[config.mk]
export PLATFORM = sky130hd
export DESIGN_NAME = fetch_pc_unit
export DESIGN_NICKNAME = d
export VERILOG_FILES = /design/src/rtl/fetch_pc_unit.sv
export SDC_FILE = /design/constraint.sdc
export NUM_CORES = 1
export LEC_CHECK = 0
export BUFFER_PORTS_ARGS = -buffer_cell sky130_fd_sc_hd__buf_2
export CAP_MARGIN = 20
export CORE_UTILIZATION = 47
export DETAILED_ROUTE_END_ITERATION = 16
export PLACE_DENSITY = 0.76
export SYNTH_ARGS = -nofsm -noshare
export SYNTH_HDL_FRONTEND = slang
export SYNTH_SLANG_ARGS = --single-unit
[constraint.sdc]
create_clock -name clk -period 2 [get_ports clk]
set_input_delay 0.4 -clock clk [delete_from_list [all_inputs] [get_ports clk]]
set_output_delay 0.4 -clock clk [all_outputs]
set_load 0.02 [all_outputs]
[src/rtl/fetch_pc_unit.sv]
// Fetch PC sequencer and IF/ID register for a two-cycle (address, then data) instruction memory.
// Handles stall, memory-conflict refetch and branch/jump redirect with flush.
module fetch_pc_unit #(
  parameter logic [15:0] RESET_PC     = 16'h0000,
  parameter logic [15:0] NOP_INSTRUCT = 16'b0000100000000000
) (
  input  logic        clk,
  input  logic        rst,
  output logic [15:0] pc,
  output logic        fetch_phase,
  input  logic [15:0] instruct_in,
  input  logic        mem_conflict,
  input  logic        stall,
  input  logic        redirect_valid,
  input  logic [15:0] redirect_target,
  output logic [15:0] id_instruct,
  output logic [15:0] id_pc_plus1,
  output logic        id_valid
);

  typedef enum logic {ADDR = 1'b0, DATA = 1'b1} phase_t;

  typedef struct packed {
    logic [15:0] instruct;
    logic [15:0] pc_plus1;
    logic        valid;
  } ifid_t;

  phase_t      phase_q, phase_d;
  logic [15:0] pc_q, pc_d;
  ifid_t       ifid_q, ifid_d;
  logic        pend_q, pend_d;
  logic [15:0] tgt_q, tgt_d;

  always_ff @(posedge clk or posedge rst) begin
    if (rst) begin
      phase_q <= ADDR;
      pc_q    <= RESET_PC;
      ifid_q  <= '{instruct: NOP_INSTRUCT, pc_plus1: 16'h0000, valid: 1'b0};
      pend_q  <= 1'b0;
      tgt_q   <= 16'h0000;
    end else begin
      phase_q <= phase_d;
      pc_q    <= pc_d;
      ifid_q  <= ifid_d;
      pend_q  <= pend_d;
      tgt_q   <= tgt_d;
    end
  end

  always_comb begin
    phase_d = phase_q;
    pc_d    = pc_q;
    ifid_d  = ifid_q;
    pend_d  = pend_q;
    tgt_d   = tgt_q;
    case (phase_q)
      ADDR: begin
        phase_d = DATA;
        // A redirect seen during the address phase is parked until the data edge.
        if (redirect_valid) begin
          pend_d = 1'b1;
          tgt_d  = redirect_target;
        end
      end
      DATA: begin
        phase_d = ADDR;
        if (redirect_valid || pend_q) begin
          pc_d           = redirect_valid ? redirect_target : tgt_q;
          ifid_d.instruct = NOP_INSTRUCT;
          ifid_d.valid    = 1'b0;
          pend_d         = 1'b0;
        end else if (stall) begin
          pc_d = pc_q;
        end else if (mem_conflict) begin
          // instruct_in is not our word this time; bubble and refetch the same pc.
          ifid_d.instruct = NOP_INSTRUCT;
          ifid_d.valid    = 1'b0;
        end else begin
          ifid_d.instruct = instruct_in;
          ifid_d.pc_plus1 = pc_q + 16'd1;
          ifid_d.valid    = 1'b1;
          pc_d            = pc_q + 16'd1;
        end
      end
      default: phase_d = ADDR;
    endcase
  end

  assign pc          = pc_q;
  assign fetch_phase = (phase_q == DATA);
  assign id_instruct = ifid_q.instruct;
  assign id_pc_plus1 = ifid_q.pc_plus1;
  assign id_valid    = ifid_q.valid;

endmodule

# Word level (Yosys, flattened, before mapping)
# Cells that the tools add are included.
# word_totals
register_bits	67
out_inout_bits	50
latchBits	0
in_bits	37
mem_bits_ro	0
word_cells	35
ram_bits	0
memories	0
# op_classes
order_cmp	0
n_eq_ne	4
mul	0
n_bitwise	4
reduce_logical	5
n_div	0
n_addsub	1
muxes	14
shifts	0
# op_table
operator	count
two-way mux 16 bit	7
two-way mux 33 bit	1
adder 16 x 1 -> 16 bit (second input constant)	1
inequality test 2 x 1 -> 1 bit (second input constant)	3
two-way mux 1 bit	4
NOT 1 bit	4
one-hot mux 1 bit (2 select lines)	2
AND reduction 2 bit	2
AND reduction 4 bit	1
AND reduction 3 bit	1
inequality test 2 bit (second input constant)	1
logical OR 1 bit	1

# Logic depth before layout (Yosys ltp)
# Gate-level depths: netlist (run 1).
# depth
ltp_word	4
depth_mapped	7
mapped_depth_nobuf	5

# Worst setup path before layout (run 1)
# No wires, ideal clock.
# synth_timing
path_type	reg-to-reg
from	register pc_q[0], in the netlist pc[0]
to	register pc_q[10], in the netlist pc[10]
synth_period_minus_slack_ns	1.843
t_arrival_ns	1.772
path_stages_with_launch	6
required_ns	1.929
setup_time_ns	0.071
path_slack_ns	0.157
path_buffers	1
cell_sequence	dfrtp_1 ha_1 nand3_1 clkbuf_1 or4_1 nand4_1
# synth_between
elab_chain_len	4
# synth_lines
element	line	source
start, declared	30	logic [15:0] pc_q, pc_d;
start signal, assigned	44	pc_q <= pc_d;
adder 16 x 1 -> 16 bit	83	pc_d = pc_q + 16'd1;
two-way mux 16 bit	75	end else if (mem_conflict) begin
two-way mux 16 bit	73	end else if (stall) begin
two-way mux 16 bit	68	if (redirect_valid || pend_q) begin
# No other way between the ends. The select of a mux whose other input is x is not followed.
# A chain may end at the register's enable or synchronous reset.

# Worst setup path in the final report (run 1)
# layout_timing
from	register pc_q[0], in the netlist pc[0]
to	register pc_q[6], in the netlist pc[6]
# The elaborated chain is that of the path after synthesis.

==> results of run 1 <==
-- layer usage --
layer	global-route usage [%]	routed length [µm]	vias up	part of all wire, %
li1	-	-	1301	-
met5	0	0	-	0
met3	6.29	549	17	6.8
met2	36.7	3690	97	46
met1	31.7	3620	1319	45
met4	10.5	165	0	2.1
-- how the worst max path moves through the flow --
stage	startpoint	end	slack [ns]
after floorplan	pc[0]$_DFFE_PP0P_	pc[10]$_DFFE_PP0P_	0.16
after global placement	redirect_valid	pc[8]$_DFFE_PP0P_	0.19
after detailed placement	redirect_valid	pc[2]$_DFFE_PP0P_	0.21
after CTS	pc[0]$_DFFE_PP0P_	pc[6]$_DFFE_PP0P_	0.23
after global routing	pc[0]$_DFFE_PP0P_	pc[8]$_DFFE_PP0P_	0.06
final	pc[0]$_DFFE_PP0P_	pc[6]$_DFFE_PP0P_	0.23
-- Yosys cell counts, types with 2 or more instances --
cell type	n
xor2_1	5
nand4_1	5
buf_1	3
nor2b_1	4
nor2_1	13
xnor2_1	6
nand3_1	12
a21oi_1	18
o2bb2ai_1	2
and2_1	2
clkbuf_1	11
or3_1	2
nand2_1	32
nor4_1	4
a22o_1	15
nor3b_1	3
inv_1	6
dfrtp_1	66
mux2i_1	3
a2bb2oi_1	3
o21ai_0	22
mux2_2	24
nor3_1	7
buf_2	7
o22a_1	2
o22ai_1	5
o211ai_1	2
and3_1	3
a21o_1	2
-- power breakdown --
part / switching [mW] / leakage (nW) / internal [mW]
registers: 0.146 / 0.829 / 1.52
clock network: 0.488 / 0.0860 / 0.471
logic: 0.489 / 0.996 / 0.328
-- worst min-delay path, delay by kind of cell --
kind | cells | cell delay (ns)
buffers and inverters | 3 | 0.48
-- per-stage QoR --
stage | worst slack, ns | hold WS [ns] | util (%)
6_report | 0.226 | 0.141 | 61.9
5_1_grt | 0.0568 | 0.184 | 61.9
4_1_cts | 0.225 | 0.165 | 61.9
3_5_place_dp | 0.212 | 0.464 | 59.4
3_3_place_gp | 0.194 | 0.455 | 59.4
2_1_floorplan | 0.157 | 0.477 | -
-- cell type report --
type                    instances  share of cell area (%)
clock buffers                  12                    3.63
clock inverters                 3                   0.376
inverters                       6                   0.658
multi-input cells             211                    35.4
flip-flops and latches         67                    42.0
well taps                      77                    2.41
repair buffers                108                    15.5
-- flip-flops by register name, indices dropped and copies added, names as in the netlist --
signal / cells
fetch_phase: 1
id_valid: 1
pc: 16
tgt_q: 16
id_instruct: 16
pend_q: 1
id_pc_plus1: 16
-- kinds of logic after synthesis --
logic type | count (synthesis) | synth area share (%)
AOI/OAI and AO/OA | 77 | 15.8
xor gates and xnor gates | 11 | 3.00
adders and majority gates | 1 | 0.389
buffers and inverters | 29 | 3.81
DFF | 67 | 52.2
muxes | 27 | 9.34
and+or+nand+nor | 95 | 15.5
==> results by group, run 1 <==
Outcome
  • Outcome: finished clean

Floorplan
  • Starting Density: 49.8%
  • Die area: 7170 µm²
  • Core Region: 6460 µm²
  • Die width: 84.7 µm
  • Num rows: 29
  • Die height: 84.7 µm
  • # IOs: 87

Synthesis
  • Syn Inst Count: 307
  • Top FF cell, synth: dfrtp_1
  • Ys async rst share: 100%
  • Seq cells post-synth: 67
  • Post-synth EDFFs: 0
  • Syn Area/Cell: 10.5 µm²
  • Net Count, Synth: 345
  • Ys Warns: 0
  • Mapped Area: 3210 µm²
  • Top post-synthesis cells by area: dfrtp_1, mux2_2, a22o_1
  • Largest area contributor in the synthesized netlist: dfrtp_1
  • Share of the synthesized area in the top cell type: 51.4%
  • Post-synthesis sequential area ratio: 52.2%
  • Synth unique cells: 47

Clocking
  • Hold_buf cts: 0
  • Resize count post-CTS: 0
  • Clock Sinks: 67
  • Reg clk slew, reported paths: 0.07 ns
  • Clk root buf: clkbuf_8
  • Clk buf depth: 2
  • Clk Latency, worst-skew pair: 0.34 ns
  • Htree depth: 3
  • CTS Buf Count: 9
  • CTS tree: done
  • Post-CTS Setup Bufs: 0

Detailed routing
  • Routed wire length: 8030 µm
  • Antenna viol nets, final: 0
  • WL per Instance: 16.6 µm
  • Drt pass-1 iters: 6
  • Remaining DRCs: 0
  • Vias: 2734
  • DRT iter0 DRCs: 238
  • DR vias/cell: 5.65

STA
  • Setup violations, final: 0
  • Final Hold Fails: 0
  • Final period util: 88.7%
  • Min cycle time layout: 1.77 ns
  • Worst-Margin Slew: 0.470 ns
  • Worst rel slew slack: 68.6%
  • Fin. max-slew vios: 0
  • Max frequency: 564 MHz
  • Setup TNS: 0 ns
  • RSZ-0062 raised after global routing: no
  • Clk_skew: 0.00680 ns

Placement
  • Gp weighted congestion: 0.914
  • Port Buf Inserts: 86
  • Placed instance area: 3830 µm²
  • Dpl cells: 469
  • Hpwl dp: 5720 µm

Pwr
  • Final Power: 3.44 mW
  • Power per cell area: 862 nW/µm²
  • VDD IR max: 0.414 mV
  • P_leak: 1.91 nW

Worst setup path
  • Arrival time worst endpoint: 1.98 ns
  • Slowest cell delay on critical path: 0.49 ns
  • CP Capture Type: flop
  • Critical-path maximum fanout: 9
  • Reg2reg start: pc[0]$_DFFE_PP0P_
  • R2R Setup Slk: 0.23 ns
  • Crit path launch type: flop
  • Cell family with most CP delay: flip-flops
  • CP Cell Sequence: ha_1, nand3_1, buf_4, nor2_1, o21ai_0, o2bb2ai_1
  • Max stage delay cell, worst path: dfrtp_1
  • CP Data Required Time: 2.21 ns
  • Reg-to-Reg End: pc[6]$_DFFE_PP0P_
  • Worst reg-to-reg path cell count: 6
  • Critical path depth: 6
  • WP buf/inv: 1
  • Crit path kind: reg -> reg

Global routing
  • GRT Overall Usage: 23.8%
  • Initial antenna violation count: 0
  • First-pass GRT wire length: 13200 µm
  • Largest net degree at the start of global routing: 68
  • Vias in the first global route: 2730
  • Grt total ovfl: 0

Cells and area
  • Ratio of cells with drive above 1 in the final layout: 37.6%
  • Final instance area: 4000 µm²
  • Filler cell count: 574
  • Synth-to-Final Area Change: 24.3%
  • Register area: 1680 µm²
  • Most common cell after layout, fill and taps aside: buf_2
  • Diodes inserted: 0
  • Commonest cells after routing, fill and taps aside: buf_2, dfrtp_1, nand2_1
  • # nets final: 441
  • Multi-input gate area: 1410 µm²
  • Final std cells w/o fill: 484

Run
  • Total of max-cap violations: 0

Hold path
  • Worst hold path class: in -> async
No activity file was read; power rests on OpenSTA's default activity.
==> inputs of run 2 (changes only) <==
ABC_AREA = 0   (was not set)
CORE_UTILIZATION = 52   (was 47)
PLACE_DENSITY = 0.79   (was 0.76)
clock period = 1.95 ns   (was 2 ns; I/O delays follow)
==> run 2 against run 1 <==
  * Register-to-register slack got worse by 0.05 ns
  * Worst setup slack worse by 0.055 ns
  * Core utilization increased by 5.5 points
  * Final cell count shrank 1.2%
  * Via count decreased by 1.1%
  * Clock skew rose by 0.0019 ns
  * Total power increased by 11%
  * Sequential share of layout area decreased by 0.20 points
  * Count of clock-buffer cells in the layout shrank 1
  * Largest cell class unchanged
  * Highest routed layer unchanged
==> results by group, run 2 (synthesized netlist as in run 1, its figures left out) <==
Floorplan
  • Starting Density: 54.0% (+4.2 points)
  • Die area: 6500 µm² (-9.4%)
  • Core Region: 5960 µm² (-7.8%)
  • Die height: 80.6 µm (-4.8%)
  • Die width: 80.6 µm (-4.8%)
  • Num rows: 28 (-3.4%)
  • # IOs: 87 (unchanged)

Cells and area
  • Commonest cells after routing, fill and taps aside: buf_2, dfrtp_1, nand2_1
  • Diodes inserted: 0 (unchanged)
  • Multi-input gate area: 1420 µm² (+0.35%)
  • Ratio of cells with drive above 1 in the final layout: 37.7% (+0.12 points)
  • Register area: 1680 µm² (unchanged)
  • Final Util: 67.4% (+5.5 points)
  • Most common cell after layout, fill and taps aside: buf_2
  • Filler cell count: 500 (-13%)
  • # nets final: 436 (-1.1%)
  • Synth-to-Final Area Change: 24.9%

Pwr
  • P_leak: 1.92 nW (+0.32%)
  • Final Power: 3.83 mW (+11%)
  • Power per cell area: 954 nW/µm² (+11%)
  • VDD IR max: 0.681 mV (+65%)

Global routing
  • Vias in the first global route: 2465 (-9.7%)
  • Grt total ovfl: 0 (unchanged)
  • First-pass GRT wire length: 12200 µm (-7.8%)
  • Largest net degree at the start of global routing: 51 (-25%)
  • Initial antenna violation count: 0 (unchanged)
  • GRT Overall Usage: 25.1% (+1.4 points)

Worst setup path
  • Max stage delay cell, worst path: dfrtp_1
  • Crit path kind: reg -> reg
  • WP buf/inv: 1 (unchanged)
  • Critical-path maximum fanout: 8 (-1)
  • Cell mode on critical path: nor3_1
  • CP Data Required Time: 2.20 ns (about the same)
  • Arrival time worst endpoint: 2.03 ns (+0.05 ns)
  • CP Capture Type: flop
  • Cell family with most CP delay: simple AND/OR/NAND/NOR gates
  • CP Cell Sequence: ha_1, nand3_2, nor4_1, buf_4, nor3_1, nor3_1
  • Crit path launch type: flop
  • Slowest cell delay on critical path: 0.43 ns (-0.06 ns)
  • R2R Setup Slk: 0.17 ns (-0.05 ns)

Detailed routing
  • Vias: 2704 (-1.1%)
  • DR vias/cell: 5.66 (+0.14%)
  • DRT iter0 DRCs: 248 (+4.2%)
  • Remaining DRCs: 0 (unchanged)
  • WL per Instance: 15.9 µm (-4.1%)
  • Routed wire length: 7600 µm (-5.3%)
  • Drt pass-1 iters: 4 (-2)
  • Antenna viol nets, final: 0 (unchanged)

STA
  • Hold slack: 0.0402 ns (-0.101 ns)
  • Fin. max-slew vios: 0 (unchanged)
  • Worst-Margin Slew: 0.548 ns (+0.0777 ns)
  • Final period util: 91.2% (+2.5 points)
  • Worst rel slew slack: 63.2% (-5.4 points)
  • Max frequency: 562 MHz (-0.26%)
  • Setup violations, final: 0 (unchanged)
  • RSZ-0062 raised after global routing: no
  • Clk_skew: 0.00873 ns (+0.00193 ns)
  • Min cycle time layout: 1.78 ns (+0.00465 ns)
  • Setup TNS: 0 ns (unchanged)
  • Final Hold Fails: 0 (unchanged)

Clocking
  • Htree depth: 3 (unchanged)
  • CTS tree: done
  • Clk buf depth: 2 (unchanged)
  • Clock Sinks: 67 (unchanged)
  • Post-CTS Setup Bufs: 0 (unchanged)
  • Reg clk slew, reported paths: 0.07 ns (about the same)
  • CTS Buf Count: 9 (unchanged)
  • Hold_buf cts: 0 (unchanged)
  • Resize count post-CTS: 0 (unchanged)
  • Clk Latency, worst-skew pair: 0.34 ns (about the same)
  • Clk root buf: clkbuf_8

Run
  • Total of max-cap violations: 0 (unchanged)

Placement
  • Port Buf Inserts: 86 (unchanged)
  • Hpwl dp: 5350 µm (-6.4%)
  • Gp weighted congestion: 0.891 (-2.6%)

Hold path
  • Worst hold path class: in -> async

Outcome
  • Outcome: finished clean
## run 2: cell types whose count changed in the layout (fill, tap and decap cells not counted), sizes merged
cell,previous run,this run
clkbuf,12,11
buf,108,103
bufinv,0,2
## run 2: worst reg2reg max path: cells and delay by family (launching register included)
family | cells | cell delay [ns]
fa+ha+maj | 1 | 0.30
flops | 1 | 0.43
buf+inv | 1 | 0.18
simple gates | 4 | 0.78
## run 2: final timing paths
| kind | startpoint | endpoint | depth (start not counted) |
|---|---|---|---|
| max | pc[1]$_DFFE_PP0P_ | pc[14]$_DFFE_PP0P_ | 6 |
| min | rst | id_instruct[15]$_DFFE_PP0P_ | 2 |
| max reg2reg | pc[1]$_DFFE_PP0P_ | pc[14]$_DFFE_PP0P_ | 6 |
| min reg2reg | id_valid$_DFFE_PP0P_ | id_valid$_DFFE_PP0P_ | 1 |
| max in group asynchronous | rst | fetch_phase$_DFF_PP0_ | 3 |
| min in group clk | instruct_in[2] | id_instruct[2]$_DFFE_PP0P_ | 2 |
## run 2: power breakdown
| part | switching (mW) | leakage (nW) | internal, mW |
|---|---|---|---|
| clock network | 0.518 | 0.119 | 0.783 |
| registers | 0.164 | 0.829 | 1.56 |
| logic | 0.480 | 0.969 | 0.323 |
| total | 1.16 | 1.92 | 2.67 |
## run 2: cell type report
cell class	count	share of cell area, %
sequential	67	41.8
multi-input combinational	211	35.3
timing repair buffer	103	14.2
clock buffer	11	3.77
tap	75	2.34
clock inverter	5	1.87
inverter	6	0.655
## run 2: per-stage QoR
stage / instance area [µm²] / setup slack [ns] / cells
5_1_grt: 4010 / 0.0486 / 478
3_5_place_dp: 3780 / 0.119 / 462
2_1_floorplan: 3220 / 0.107 / 307
4_1_cts: 4010 / 0.0956 / 478
6_report: 4010 / 0.172 / 478
3_3_place_gp: 3780 / 0.234 / 462
## run 2: metal layers
layer | up-vias | track usage (%) | routed length, µm | share of wire (%)
li1 | 1294 | - | - | -
met1 | 1319 | 37.1 | 3440 | 45
met2 | 82 | 36.9 | 3620 | 48
met3 | 9 | 4.20 | 444 | 5.8
met4 | 0 | 9.11 | 84 | 1.1
met5 | - | 0 | 0 | 0
==> inputs of run 3 (changes only) <==
BUFFER_PORTS_ARGS = not set   (was -buffer_cell sky130_fd_sc_hd__buf_2)
CORE_UTILIZATION = 60   (was 52)
DONT_BUFFER_PORTS = 1   (was not set)
PLACE_DENSITY = 0.76   (was 0.79)
==> run 3 against run 2 <==
  * The flow now finishes with violations (hold timing)
  * Critical path depth unchanged
  * Via count down 7.9%
  * Largest power group unchanged
  * Critical endpoint unchanged
  * Design area down 7.4%
  * Total power up 0.68%
==> results by group, run 3 (synthesized netlist as in run 1, its figures left out) <==
Placement
  • Hpwl dp: 5330 µm (-0.39%)
  • Placed instance area: 3460 µm² (-8.6%)
  • Gp weighted congestion: 0.864 (-2.9%)
  • Port Buf Inserts: 0 (-100%)

Global routing
  • Met1 Use GR: 41.5% (+4.4 points)
  • Grt total ovfl: 0 (unchanged)
  • Most used routing layer: met2
  • Initial antenna violation count: 0 (unchanged)
  • First-pass GRT wire length: 11600 µm (-4.6%)
  • GR met2 Demand/Resource: 42.1% (+5.3 points)
  • Met3 Use GR: 7.10% (+2.9 points)
  • Largest net degree at the start of global routing: 33 (-35%)
  • Vias in the first global route: 2342 (-5.0%)
  • GRT Overall Usage: 28.7% (+3.6 points)

Hold path
  • Worst hold path class: in -> async

STA
  • Clk_skew: 0.00911 ns (+0.000381 ns)
  • Fin. max-slew vios: 0 (unchanged)
  • Setup violations, final: 0 (unchanged)
  • Final period util: 91.2% (about the same)
  • RSZ-0062 raised after global routing: no
  • Final Hold Fails: 1 (+1)
  • Worst-Margin Slew: 0.660 ns (+0.113 ns)
  • Worst rel slew slack: 55.9% (-7.3 points)
  • Min cycle time layout: 1.78 ns (-0.000211 ns)
  • Hold slack: -0.00212 ns (-0.0424 ns)
  • Setup TNS: 0 ns (unchanged)
  • Max frequency: 562 MHz (about the same)

Run
  • Total of max-cap violations: 0 (unchanged)

Cells and area
  • Diodes inserted: 0 (unchanged)
  • Final instance area: 3720 µm² (-7.4%)
  • # nets final: 365 (-16%)
  • Commonest cells after routing, fill and taps aside: dfrtp_1, nand2_1, buf_4
  • Most common cell after layout, fill and taps aside: dfrtp_1
  • Ratio of cells with drive above 1 in the final layout: 24.7% (-13 points)
  • Synth-to-Final Area Change: 15.7%

Detailed routing
  • Antenna viol nets, final: 0 (unchanged)
  • WL per Instance: 18.7 µm (+18%)
  • Vias: 2490 (-7.9%)
  • DR vias/cell: 6.19 (+9.5%)
  • Remaining DRCs: 0 (unchanged)
  • Drt pass-1 iters: 5 (+1)
  • DRT iter0 DRCs: 208 (-16%)
  • Routed wire length: 7520 µm (-1.1%)

Floorplan
  • Die width: 75.2 µm (-6.7%)
  • Core Region: 5140 µm² (-14%)
  • Die area: 5650 µm² (-13%)
  • Num rows: 26 (-7.1%)
  • Die height: 75.2 µm (-6.7%)
  • # IOs: 87 (unchanged)
  • Starting Density: 62.5% (+8.6 points)

Worst setup path
  • Crit path kind: reg -> reg
  • Slowest cell delay on critical path: 0.46 ns (+0.03 ns)
  • Reg2reg start: pc[0]$_DFFE_PP0P_
  • Reg-to-Reg End: pc[14]$_DFFE_PP0P_
  • CP Capture Type: flop
  • Max stage delay cell, worst path: dfrtp_1
  • Worst reg-to-reg path cell count: 6 (unchanged)
  • Critical-path maximum fanout: 8 (unchanged)
  • WP buf/inv: 1 (unchanged)
  • Crit path launch: pc[0]$_DFFE_PP0P_
  • R2R Setup Slk: 0.17 ns (about the same)
  • Critical path depth: 6 (unchanged)
  • CP Cell Sequence: ha_1, nand3_2, nor4_1, buf_4, and3_1, nor3_1
  • Cell family with most CP delay: simple AND/OR/NAND/NOR gates
  • Crit path launch type: flop
  • Arrival time worst endpoint: 2.01 ns (-0.02 ns)
  • CP Data Required Time: 2.19 ns (about the same)

Clocking
  • Clk root buf: clkbuf_8
  • Clock Sinks: 67 (unchanged)
  • Htree depth: 3 (unchanged)
  • Hold_buf cts: 0 (unchanged)
  • CTS Buf Count: 9 (unchanged)
  • Reg clk slew, reported paths: 0.08 ns (about the same)
  • CTS tree: done
  • Clk buf depth: 2 (unchanged)
  • Clk Latency, worst-skew pair: 0.34 ns (about the same)

Pwr
  • Power per cell area: 1040 nW/µm² (+8.7%)
  • P_leak: 1.63 nW (-15%)
  • VDD IR max: 0.588 mV (-14%)

Outcome
  • Outcome: complete, but fails checks
  • Failing checks: hold timing
[run 3: changes by cell type in the layout (fill, tap and decap cells not counted)]
cell / before / now
buf_2: 86 / 0
buf_4: 16 / 31
bufinv_16: 2 / 3
clkbuf_8: 11 / 10
clkinv_2: 3 / 1
clkinv_4: 0 / 2
nor3_1: 7 / 6
nor3_2: 0 / 1
[run 3: how the worst max path moves through the flow]
stage,endpoint
after floorplan,pc[10]$_DFFE_PP0P_
final,pc[14]$_DFFE_PP0P_
after global placement,pc[14]$_DFFE_PP0P_
after global routing,pc[15]$_DFFE_PP0P_
after detailed placement,id_pc_plus1[14]$_DFFE_PP0P_
after CTS,id_pc_plus1[14]$_DFFE_PP0P_
[run 3: repair_timing]
item,CTS,global route
gates resized for setup,0,2
setup buffers,0,0
endpoints found under the setup margin,0,4
[run 3: worst reg2reg max path, delay by kind of cell (launching register included)]
family / cells / cell delay (ns)
flip-flops: 1 / 0.46
adder cells (fa/ha/maj): 1 / 0.30
buffers and inverters: 1 / 0.17
AND/OR/NAND/NOR: 4 / 0.74
[run 3: where the power goes]
group / internal [mW] / switching (mW) / leakage (nW) / total (mW)
logic: 0.259 / 0.337 / 0.669 / 0.596
registers: 1.56 / 0.268 / 0.829 / 1.83
clock network: 0.886 / 0.544 / 0.126 / 1.43
total: 2.70 / 1.15 / 1.63 / 3.85
[run 3: stage by stage]
stage                     hold WS [ns]  utilization (%)  power, mW  cells  worst slack, ns
after floorplan                  0.477                -       2.24    307            0.107
after global placement           0.382             67.3       2.43    386            0.214
after detailed placement         0.386             67.3       2.44    386            0.160
after CTS                       0.0178             72.2       3.86    402            0.141
after global routing            0.0447             72.3       4.01    402           0.0359
final                         -0.00212             72.3       3.85    402            0.172
[run 3: cell type report]
| class | count | area (µm²) |
|---|---|---|
| Multi-Input combinational cell | 211 | 1420 |
| Clock inverter | 6 | 113 |
| Sequential cell | 67 | 1680 |
| Timing Repair Buffer | 32 | 253 |
| Inverter | 6 | 26.3 |
| Clock buffer | 10 | 138 |
| Fill cell | 408 | 1420 |
| Tap cell | 70 | 87.6 |
[run 3: routing by layer]
metal	wire, µm	share of wire (%)
met5	0	0
met4	119	1.6
met3	577	7.7
met2	3430	46
met1	3400	45
